--- src/rtl/sqrt_pkg.sv ---
// Shared definitions for the sequential square-root block: FSM encoding and
// the parameter legality check used at elaboration.
package sqrt_pkg;

    typedef enum logic [1:0] {
        IDLE = 2'd0,
        CALC = 2'd1,
        DONE = 2'd2
    } sqrt_state_e;

    localparam int MIN_ROOT_WIDTH = 2;

    function automatic bit sqrt_params_ok(input int iw, input int ow, input int bpc);
        return (iw % 2 == 0) && (ow * 2 == iw) && (ow >= MIN_ROOT_WIDTH) &&
               (bpc > 0) && (ow % bpc == 0);
    endfunction

endpackage

--- src/rtl/square_root_step.sv ---
// One non-restoring square-root iteration: shifts two radicand bits into the
// signed partial remainder, then subtracts or adds depending on the old sign.
module square_root_step #(
    parameter int W = 42
) (
    input  logic signed [W+1:0] i_r,
    input  logic        [W-1:0] i_q,
    input  logic        [1:0]   i_bits,
    output logic signed [W+1:0] o_r,
    output logic        [W-1:0] o_q
);
    localparam int RW = W + 2;

    // The wide sum is truncated back to RW bits; the true remainder always fits.
    assign o_r = i_r[W+1] ? RW'({i_r, i_bits} + {2'b00, i_q, 2'b11})
                          : RW'({i_r, i_bits} - {2'b00, i_q, 2'b01});
    assign o_q = {i_q[W-2:0], ~o_r[W+1]};

endmodule

--- src/rtl/square_root_seq.sv ---
// Handshaked multi-cycle integer square root with exact remainder and
// optional round-to-nearest; BITS_PER_CYCLE root bits resolved per clock.
module square_root_seq
    import sqrt_pkg::*;
#(
    parameter int INPUT_DATA_WIDTH  = 84,
    parameter int OUTPUT_DATA_WIDTH = 42,
    parameter int BITS_PER_CYCLE    = 1,
    parameter int ROUND             = 0
) (
    input  logic                         clock,
    input  logic                         reset_n,
    input  logic                         in_valid,
    output logic                         in_ready,
    input  logic [INPUT_DATA_WIDTH-1:0]  inputData,
    output logic                         out_valid,
    input  logic                         out_ready,
    output logic [OUTPUT_DATA_WIDTH-1:0] outputData,
    output logic [OUTPUT_DATA_WIDTH:0]   remainderData,
    output logic                         busy
);
    localparam int IW  = INPUT_DATA_WIDTH;
    localparam int W   = OUTPUT_DATA_WIDTH;
    localparam int BPC = BITS_PER_CYCLE;
    localparam int N   = W / BPC;
    localparam int CW  = (N > 1) ? $clog2(N) : 1;

    if (!sqrt_params_ok(IW, W, BPC)) begin : g_param_err
        $error("square_root_seq: need even input width, output = input/2, BITS_PER_CYCLE | output width");
    end

    sqrt_state_e        r_state;
    logic [IW-1:0]      r_op;
    logic signed [W+1:0] r_r;
    logic [W-1:0]       r_q;
    logic [CW-1:0]      r_cnt;
    logic               r_out_valid;
    logic [W-1:0]       r_root;
    logic [W:0]         r_rem;

    logic signed [W+1:0] w_r [BPC+1];
    logic [W-1:0]        w_q [BPC+1];
    logic signed [W+1:0] w_rf;
    logic [W-1:0]        w_qf;
    logic [W:0]          w_rem;
    logic [W-1:0]        w_root;
    logic                w_accept;

    assign w_r[0] = r_r;
    assign w_q[0] = r_q;

    for (genvar i = 0; i < BPC; i++) begin : g_step
        square_root_step #(.W(W)) u_step (
            .i_r    (w_r[i]),
            .i_q    (w_q[i]),
            .i_bits (r_op[IW-1-2*i -: 2]),
            .o_r    (w_r[i+1]),
            .o_q    (w_q[i+1])
        );
    end

    assign w_rf = w_r[BPC];
    assign w_qf = w_q[BPC];

    // Final correction: a negative remainder is pulled back by 2Q+1, landing in [0, 2Q].
    assign w_rem = w_rf[W+1] ? (w_rf[W:0] + {w_qf, 1'b1}) : w_rf[W:0];

    if (ROUND != 0) begin : g_round
        assign w_root = ((w_rem > {1'b0, w_qf}) && !(&w_qf))
                        ? w_qf + {{(W-1){1'b0}}, 1'b1} : w_qf;
    end else begin : g_trunc
        assign w_root = w_qf;
    end

    assign in_ready      = reset_n && ((r_state == IDLE) || ((r_state == DONE) && out_ready));
    assign w_accept      = in_valid && in_ready;
    assign out_valid     = r_out_valid;
    assign outputData    = r_root;
    assign remainderData = r_rem;
    assign busy          = (r_state != IDLE);

    always_ff @(posedge clock or negedge reset_n) begin
        if (!reset_n) begin
            r_state     <= IDLE;
            r_op        <= '0;
            r_r         <= '0;
            r_q         <= '0;
            r_cnt       <= '0;
            r_out_valid <= 1'b0;
            r_root      <= '0;
            r_rem       <= '0;
        end else begin
            case (r_state)
                IDLE: begin
                    if (in_valid) r_state <= CALC;
                end
                CALC: begin
                    r_op  <= r_op << (2 * BPC);
                    r_r   <= w_rf;
                    r_q   <= w_qf;
                    r_cnt <= r_cnt - 1'b1;
                    if (r_cnt == '0) begin
                        r_root      <= w_root;
                        r_rem       <= w_rem;
                        r_out_valid <= 1'b1;
                        r_state     <= DONE;
                    end
                end
                DONE: begin
                    if (out_ready) begin
                        r_out_valid <= 1'b0;
                        r_state     <= in_valid ? CALC : IDLE;
                    end
                end
                default: r_state <= IDLE;
            endcase
            // Operand load shared by the IDLE and back-to-back DONE paths.
            if (w_accept) begin
                r_op  <= inputData;
                r_r   <= '0;
                r_q   <= '0;
                r_cnt <= CW'(N - 1);
            end
        end
    end

endmodule

--- config.mk ---
export PLATFORM = sky130hd
export DESIGN_NAME = square_root_seq
export DESIGN_NICKNAME = d
export VERILOG_FILES = /design/src/rtl/sqrt_pkg.sv /design/src/rtl/square_root_step.sv /design/src/rtl/square_root_seq.sv
export SDC_FILE = /design/constraint.sdc
export NUM_CORES = 1
export LEC_CHECK = 0
export ABC_AREA = 1
export CAP_MARGIN = 15
export CORE_MARGIN = 2
export CORE_UTILIZATION = 30
export DETAILED_ROUTE_END_ITERATION = 8
export GPL_TIMING_DRIVEN = 0
export PLACE_DENSITY = 0.51
export SETUP_SLACK_MARGIN = 0.02
export SLEW_MARGIN = 25
export SYNTH_ARGS = -nofsm -noshare
export SYNTH_HDL_FRONTEND = slang
export SYNTH_SLANG_ARGS = --single-unit
--- constraint.sdc ---
create_clock -name clock -period 5.9 [get_ports clock]
set_clock_uncertainty 0.15 [all_clocks]
set_input_delay 1.18 -clock clock [delete_from_list [all_inputs] [get_ports clock]]
set_output_delay 1.18 -clock clock [all_outputs]
set_load 0.1 [all_outputs]
==> impl_metrics.json, run 1 <==
{
  "fp-row-count": 83,
  "hold_path_end": "outputData[17]",
  "synthFlopType": "dfrtp_1",
  "place_inst": 2854,
  "numCtsBuffers": 34,
  "dr.pass1.iters": 5,
  "multi_input_area_sq_um": 7990,
  "period_minus_slack_ns": 5.61,
  "die-area_sq_um": 54400,
  "clock_path_buffers": 3,
  "grt_first_pass_wirelength_um": 89300,
  "chipWidth_um": 233,
  "overflow": 0,
  "dpl.hpwl_um": 45700,
  "rsz0062_at_grt": "no",
  "synthCells": 1996,
  "hold_class": "flip-flop to flip-flop",
  "cp.required_ns": 6.15,
  "grt_pass1_vias": 15000,
  "yosys.area.top_type": "dfrtp_1",
  "vias": 14700,
  "antenna_cells": 0,
  "slew_violations": 0,
  "post-cts-setup-buffers": 0,
  "rr_worst_depth": 23,
  "clock_latency_ns": 0.55,
  "synth_seq_area_share": 0.418,
  "synth_commonest_cells": "nand2_1, dfrtp_1, inv_1",
  "hold_path_depth": 2,
  "cp_data_arrival_time_ns": 5.86,
  "status": "complete, no violations",
  "yosys_warnings": 0,
  "yosys.cell_count.top_type": "nand2_1",
  "port_buffers": 175,
  "syn_area_sq_um": 15800,
  "synthToLayoutAreaGrowth_pct": 24.6,
  "fmax_ghz": 0.178,
  "cts_sinks": 263,
  "yosysTopAreaCellShare": 0.418,
  "ys_types": 47,
  "finalWorstSetupSlack_ns": 0.293,
  "wl_um": 58400,
  "highest_layer": "met5",
  "drive_gt1_frac": 0.0475,
  "preCtsSetupSlack_ns": -0.0871,
  "ys_async_sr_fraction": 1.00,
  "fin_cells": 2912,
  "die_y_um": 233,
  "slew_headroom": 0.267,
  "antenna_found_initial": 3,
  "worst-r2r-setup-slack_ns": 0.29,
  "layout.nets": 2382,
  "grtUsageTotal": 0.217,
  "fillers": 5431,
  "core_sq_um": 51600,
  "drtIter0Drc": 976,
  "syn_nets": 2168,
  "setup_viol": 0,
  "cap_violations": 0,
  "vias_per_cell": 5.05,
  "tritoncts": "done",
  "synth_area_leaders": "dfrtp_1, nand2_1, ha_1, inv_1, a21oi_1",
  "grt_max_degree": 83,
  "finalWeightedCongestion": 0.918,
  "hold_viol": 0,
  "route.detailed.drc": 0,
  "post-route-period-util": 0.950,
  "yosys_register_bits": 263,
  "start_kind": "flip-flop",
  "wl_met2_um": 26200,
  "synth_area_per_cell_sq_um": 7.90,
  "worstReg2RegStart": "r_r[43]",
  "end_kind": "flip-flop",
  "htree_levels": 2,
  "wl_per_cell_um": 20.1,
  "ios": 176,
  "crit_type": "flip-flop to flip-flop",
  "tightestPinTransition_ns": 1.10,
  "path_clk_slew_ns": 0.07,
  "ff_latch_area_sq_um": 6580,
  "start_util": 0.305,
  "ant_nets": 0,
  "r2r_end": "remainderData[33]",
  "cts_root_buf": "clkbuf_16",
  "cp_max_fo": 10,
  "wl_met1_um": 27000,
  "synth_edf_count": 0,
  "hp-start": "outputData[17]",
  "wl_met3_um": 3170
}
-- cell type report --
cell class / count / share of cell area
Sequential cell: 263 / 0.335
Buffer: 71 / 0.0146
Tap cell: 680 / 0.0433
Clock inverter: 12 / 0.00758
Multi-Input combinational cell: 1409 / 0.407
Timing Repair Buffer: 178 / 0.0934
Inverter: 253 / 0.0485
Clock buffer: 46 / 0.0503
-- logic make-up after synthesis --
family / Yosys count / synth area share
and+or+nand+nor: 728 / 0.187
AOI/OAI and AO/OA: 495 / 0.193
buffers and inverters: 324 / 0.0780
DFF: 263 / 0.418
xor gates and xnor gates: 102 / 0.0576
adders and majority gates: 84 / 0.0667
-- metal layers --
layer	GRT usage	vias to the layer above
li1	-	7108
met5	0	-
met2	0.347	430
met3	0.0406	99
met4	0.0752	4
met1	0.293	7052
-- repair_timing --
item	in CTS	in global routing
hold buffers	0	0
setup endpoints to repair	3	9
gates resized for setup	2	12
-- cells in the final DEF (no fill, tap or decap), types with 4 or more instances in the layout --
cell type / instances
a21o_1: 17
dfrtp_1: 263
nor4_1: 5
inv_2: 5
o221ai_1: 21
a22oi_1: 13
nor3_1: 16
clkbuf_16: 35
o21bai_1: 9
a21oi_2: 5
xnor2_1: 65
clkbuf_1: 59
clkinvlp_4: 4
clkdlybuf4s50_1: 173
xor2_1: 34
o21ai_0: 124
ha_1: 84
clkinv_2: 4
a31oi_1: 25
a21oi_1: 123
nand2_2: 8
inv_1: 246
a22o_1: 20
o21ai_1: 8
o22ai_1: 53
buf_2: 6
nor2_1: 114
nand4_1: 8
nand3_1: 62
nor2_2: 4
buf_1: 6
o211ai_1: 61
nand2_1: 500
clkbuf_8: 7
-- stage by stage --
stage	setup TNS, ns	hold WS (ns)	util	instance area, sq um
2_1_floorplan	0	0.302	-	15800
3_3_place_gp	-3488.01	0.314	0.356	18400
3_5_place_dp	-0.149	0.323	0.357	18400
4_1_cts	0	0.338	0.380	19600
5_1_grt	0	0.348	0.380	19600
6_report	0	0.327	0.380	19600
-- state kept, by name (all words and copies together) (netlist names) --
| signal | cells |
|---|---|
| r_op | 84 |
| r_r | 43 |
| remainderData | 43 |
| outputData | 42 |
| r_q | 42 |
| r_cnt | 6 |
| r_state | 2 |
| out_valid | 1 |
-- worst max-delay path by stage --
| stage | startpoint | endpoint | slack [ns] | cells past startpoint |
|---|---|---|---|---|
| after CTS | r_r[43] | remainderData[42] | 0.10 | 27 |
| after floorplan | r_r[43] | remainderData[41] | 1.43 | 25 |
| after global routing | r_r[43] | remainderData[35] | 0.02 | 26 |
| final | r_r[43] | remainderData[33] | 0.29 | 23 |
| after detailed placement | r_r[43] | remainderData[33] | -0.09 | 23 |
| after global placement | reset_n | in_ready | -8.37 | 4 |
-- worst max-delay path: stages (launching register included) --
cell and delay, ns:
dfrtp_1 0.31, buf_2 0.25, clkbuf_4 0.32, xnor2_1 0.11, ha_1 0.31, inv_1 0.07
o21ai_0 0.35, a21oi_4 0.11, o21ai_2 0.34, a21oi_1 0.17, o21ai_1 0.30, a21oi_1 0.16
o21ai_1 0.22, xor2_2 0.29, ha_1 0.35, a21oi_1 0.22, o21ai_0 0.14, a21oi_1 0.19
nand3_1 0.15, nand2_1 0.09, nand2_1 0.16, a21oi_2 0.28, xor2_1 0.29, o21ai_0 0.12
Power of run 1 is left out: the tool's default activity adds up to more than one toggle a clock period on the data nets, which glitch-free logic cannot reach.
==> inputs of run 2 (changes only) <==
Settings changed: CORE_UTILIZATION 30 to 50, GPL_TIMING_DRIVEN 0 to unset, PLACE_DENSITY 0.51 to 0.74, SYNTH_HIERARCHICAL set to 1.
==> run 2 against run 1 <==
Net effect: non-clock buffer count down 59; final cell count is 13% higher; design area grew 8.3%; critical endpoint is now remainderData[24].
==> impl_metrics.json, run 2 <==
{
  "utilization": 0.582,
  "htree_levels": 1,
  "core_sq_um": 36500,
  "multi_input_area_sq_um": 9320,
  "dr.pass1.iters": 6,
  "die_y_um": 196,
  "overflow": 0,
  "layout.nets": 2980,
  "crit_path_frequent_cell": "nand2_1",
  "vias": 17400,
  "grt_first_pass_wirelength_um": 92400,
  "postCtsHoldBufs": 0,
  "chipWidth_um": 196,
  "grt_max_degree": 153,
  "clock_path_buffers": 3,
  "synthToLayoutAreaGrowth_pct": 14.9,
  "vias_per_cell": 5.28,
  "syn_nets": 2876,
  "grtUsageTotal": 0.306,
  "final_cell_mix": "nand2_1, inv_1, dfrtp_1",
  "whs_ns": 0.324,
  "start_util": 0.507,
  "tightestPinTransition_ns": 1.06,
  "yosys_warnings": 6,
  "die-area_sq_um": 38600,
  "largest_reg_flops": 84,
  "port_buffers": 175,
  "hold_viol": 0,
  "preCtsSetupSlack_ns": 0.788,
  "cts_resized": 0,
  "wl_um": 58600,
  "post-cts-setup-buffers": 0,
  "status": "complete, no violations",
  "drive_gt1_frac": 0.0453,
  "slew_violations": 0,
  "drtIter0Drc": 1344,
  "ios": 176,
  "rsz0062_at_grt": "no",
  "clock_latency_ns": 0.56,
  "grt_pass1_vias": 16900,
  "start_kind": "flip-flop",
  "end_kind": "flip-flop",
  "hold_class": "flip-flop to flip-flop",
  "syn_area_sq_um": 18500,
  "antenna_found_initial": 1,
  "antenna_cells": 0,
  "critical-path-max-stage-delay_ns": 0.93,
  "ant_nets": 0,
  "ff_latch_area_sq_um": 6580,
  "fp-row-count": 70,
  "dpl.hpwl_um": 45100,
  "finalWorstSetupSlack_ns": 0.662,
  "synth_area_per_cell_sq_um": 6.85,
  "top_register": "r_op",
  "tritoncts": "done",
  "route.detailed.drc": 0,
  "numCtsBuffers": 28,
  "cts_root_buf": "clkbuf_16",
  "cap_violations": 0,
  "fillers": 3540,
  "fmax_ghz": 0.191,
  "wl_per_cell_um": 17.8,
  "path_cells": "buf_4, xnor2_1, ha_1, nand2_1, inv_1, nand2_1, nand2_1, nand2_1, nand2_1, a21oi_1, nand3_2, nand2_1, nand2_1, fa_1, nand2_1, nand3_1, nand3_1, nand2_1, nand2_1, nand3_2, xor2_1, o21ai_0, nand2_1",
  "post-route-period-util": 0.888,
  "setup-tns-final_ns": 0,
  "cp_max_fo": 26,
  "slew_headroom": 0.288,
  "crit_type": "flip-flop to flip-flop",
  "cp.required_ns": 6.19,
  "mostFrequentLayoutCell": "nand2_1",
  "slowest_stage": "dfrtp_2",
  "cp_data_arrival_time_ns": 5.52,
  "synthCells": 2700,
  "path_clk_slew_ns": 0.07,
  "setup_viol": 0,
  "period_minus_slack_ns": 5.24,
  "finalWeightedCongestion": 1.02,
  "cts_sinks": 263
}
-- run 2: final timing paths --
check / startpoint / endpoint / slack [ns] / cells past startpoint
max in group asynchronous: reset_n / remainderData[11] / 3.91 / 2
setup / recovery: r_r[43] / remainderData[24] / 0.66 / 23
hold / removal: outputData[29] / outputData[29] / 0.32 / 2
hold reg to reg: outputData[29] / outputData[29] / 0.32 / 2
setup reg to reg: r_r[43] / remainderData[24] / 0.66 / 23
min in group asynchronous: reset_n / r_r[7] / 0.42 / 1
-- run 2: worst max-delay path: cells and delay by family (launching register included) --
family	cells	cell delay [ns]
flip-flops	1	0.93
AND/OR/NAND/NOR	15	1.77
adder cells (fa/ha/maj)	2	0.85
XOR/XNOR	2	0.32
AO/OA/AOI/OAI	2	0.54
buffers and inverters	2	0.53
-- run 2: stage by stage --
stage / cells / area, sq um
5_1_grt: 3293 / 21300
3_3_place_gp: 3241 / 20300
6_report: 3293 / 21300
3_5_place_dp: 3241 / 20300
2_1_floorplan: 2700 / 18500
4_1_cts: 3292 / 21200
-- run 2: area by class of cell --
cell class                 count  share of cell area
inverter                     513              0.0907
clock inverter                14             0.00659
multi-input combinational   1808               0.439
clock buffer                  37              0.0374
tap                          468              0.0276
sequential                   263               0.310
timing repair buffer         190              0.0894
-- run 2: layer usage --
layer | up-vias | track usage | share of wire
met4 | 0 | 0.0996 | 0.034
met3 | 99 | 0.0657 | 0.087
met5 | - | 0 | 0
met2 | 674 | 0.490 | 0.44
li1 | 8528 | - | -
met1 | 8077 | 0.415 | 0.44
Power of run 2 is left out for the same reason.
==> inputs of run 3 (changes only) <==
Settings changed: SLEW_MARGIN 25 to unset.
==> run 3 against run 2 <==
Net effect: core utilization barely moved; critical endpoint unchanged; design area about the same; hold slack got worse by 0.00095 ns; final cell count is the same; highest routed layer unchanged.
==> impl_metrics.json, run 3 (synthesis results as in run 2) <==
{
  "status": "complete, no violations",
  "die-area_sq_um": 38600,
  "vias_per_cell": 5.28,
  "vias": 17400,
  "clock_path_buffers": 3,
  "grtUsageTotal": 0.308,
  "crit_path_frequent_cell": "nand2_1",
  "port_buffers": 175,
  "final_cell_mix": "nand2_1, inv_1, dfrtp_1",
  "layout.nets": 2980,
  "die_y_um": 196,
  "ff_latch_area_sq_um": 6580,
  "hold_viol": 0,
  "place_inst": 3241,
  "chipWidth_um": 196,
  "dr.pass1.iters": 6,
  "setup-tns-final_ns": 0,
  "slew_headroom": 0.290,
  "top_register": "r_op",
  "fmax_ghz": 0.192,
  "cts_sinks": 263,
  "clock_latency_ns": 0.57,
  "slew_violations": 0,
  "grt_pass1_vias": 17200,
  "finalWeightedCongestion": 1.02,
  "crit_type": "flip-flop to flip-flop",
  "cp_top_family": "simple AND/OR/NAND/NOR gates",
  "slowest_stage": "dfrtp_2",
  "start_util": 0.507,
  "numCtsBuffers": 28,
  "fin_cells": 3293,
  "dpl.hpwl_um": 45000,
  "cts_resized": 0,
  "cap_violations": 0,
  "wl_per_cell_um": 17.7,
  "ant_nets": 0,
  "path_cells": "buf_4, xnor2_1, ha_1, nand2_1, inv_1, nand2_1, nand2_1, nand2_1, nand2_1, a21oi_1, nand3_2, nand2_1, nand2_1, fa_1, nand2_1, nand3_1, nand3_1, nand2_1, nand2_1, nand3_2, xor2_1, o21ai_0, nand2_1",
  "fp-row-count": 70,
  "wl_um": 58400,
  "hold_class": "flip-flop to flip-flop",
  "fillers": 3547,
  "postCtsHoldBufs": 0,
  "start_kind": "flip-flop",
  "tightestPinTransition_ns": 1.06,
  "utilization": 0.582,
  "tritoncts": "done",
  "cp_max_fo": 26,
  "end_kind": "flip-flop",
  "core_sq_um": 36500,
  "preCtsSetupSlack_ns": 0.781,
  "post-route-period-util": 0.884,
  "cp_data_arrival_time_ns": 5.50,
  "rsz0062_at_grt": "no",
  "cts_root_buf": "clkbuf_16",
  "post-cts-setup-buffers": 0,
  "multi_input_area_sq_um": 9320,
  "synthToLayoutAreaGrowth_pct": 14.8,
  "largest_reg_flops": 84,
  "mostFrequentLayoutCell": "nand2_1",
  "htree_levels": 1,
  "path_clk_slew_ns": 0.07,
  "grt_max_degree": 153,
  "drtIter0Drc": 1249,
  "cp.required_ns": 6.18,
  "critical-path-max-stage-delay_ns": 0.91,
  "setup_viol": 0,
  "overflow": 0,
  "grt_first_pass_wirelength_um": 93300,
  "ios": 176,
  "antenna_found_initial": 0,
  "antenna_cells": 0,
  "finalWorstSetupSlack_ns": 0.682,
  "period_minus_slack_ns": 5.22,
  "route.detailed.drc": 0,
  "drive_gt1_frac": 0.0457,
  "crit_buf_inv": 2
}
[run 3: per-layer routing]
metal,routed length (um),up-vias,global-route usage
li1,-,8535,-
met1,26700,8199,0.430
met2,26200,580,0.502
met3,3990,88,0.0459
met4,1500,0,0.0805
met5,0,-,0
[run 3: cell type report]
type,instances,area share
multi-input cells,1808,0.439
inverters,513,0.0906
clock inverters,15,0.00677
clock buffers,36,0.0373
flip-flops and latches,263,0.310
well taps,468,0.0276
repair buffers,190,0.0891
[run 3: final timing paths]
kind / startpoint / cells after the start / end / slack [ns]
min reg2reg: outputData[26] / 2 / outputData[26] / 0.32
max: r_r[43] / 23 / remainderData[24] / 0.68
min in group asynchronous: reset_n / 1 / outputData[11] / 0.40
max in group asynchronous: reset_n / 2 / remainderData[11] / 3.90
max reg2reg: r_r[43] / 23 / remainderData[24] / 0.68
min: outputData[26] / 2 / outputData[26] / 0.32
[run 3: tightest hold or removal path, cell delays in order, from the launching register on]
cell and delay (ns):
dfrtp_1 0.34, nand2_1 0.05, nand2_1 0.05
[run 3: per-stage QoR]
step | hold slack [ns] | instance area [sq um]
6_report | 0.323 | 21200
5_1_grt | 0.352 | 21200
4_1_cts | 0.331 | 21200
3_5_place_dp | 0.315 | 20300
3_3_place_gp | 0.312 | 20300
2_1_floorplan | 0.299 | 18500
Power of run 3 is left out for the same reason.
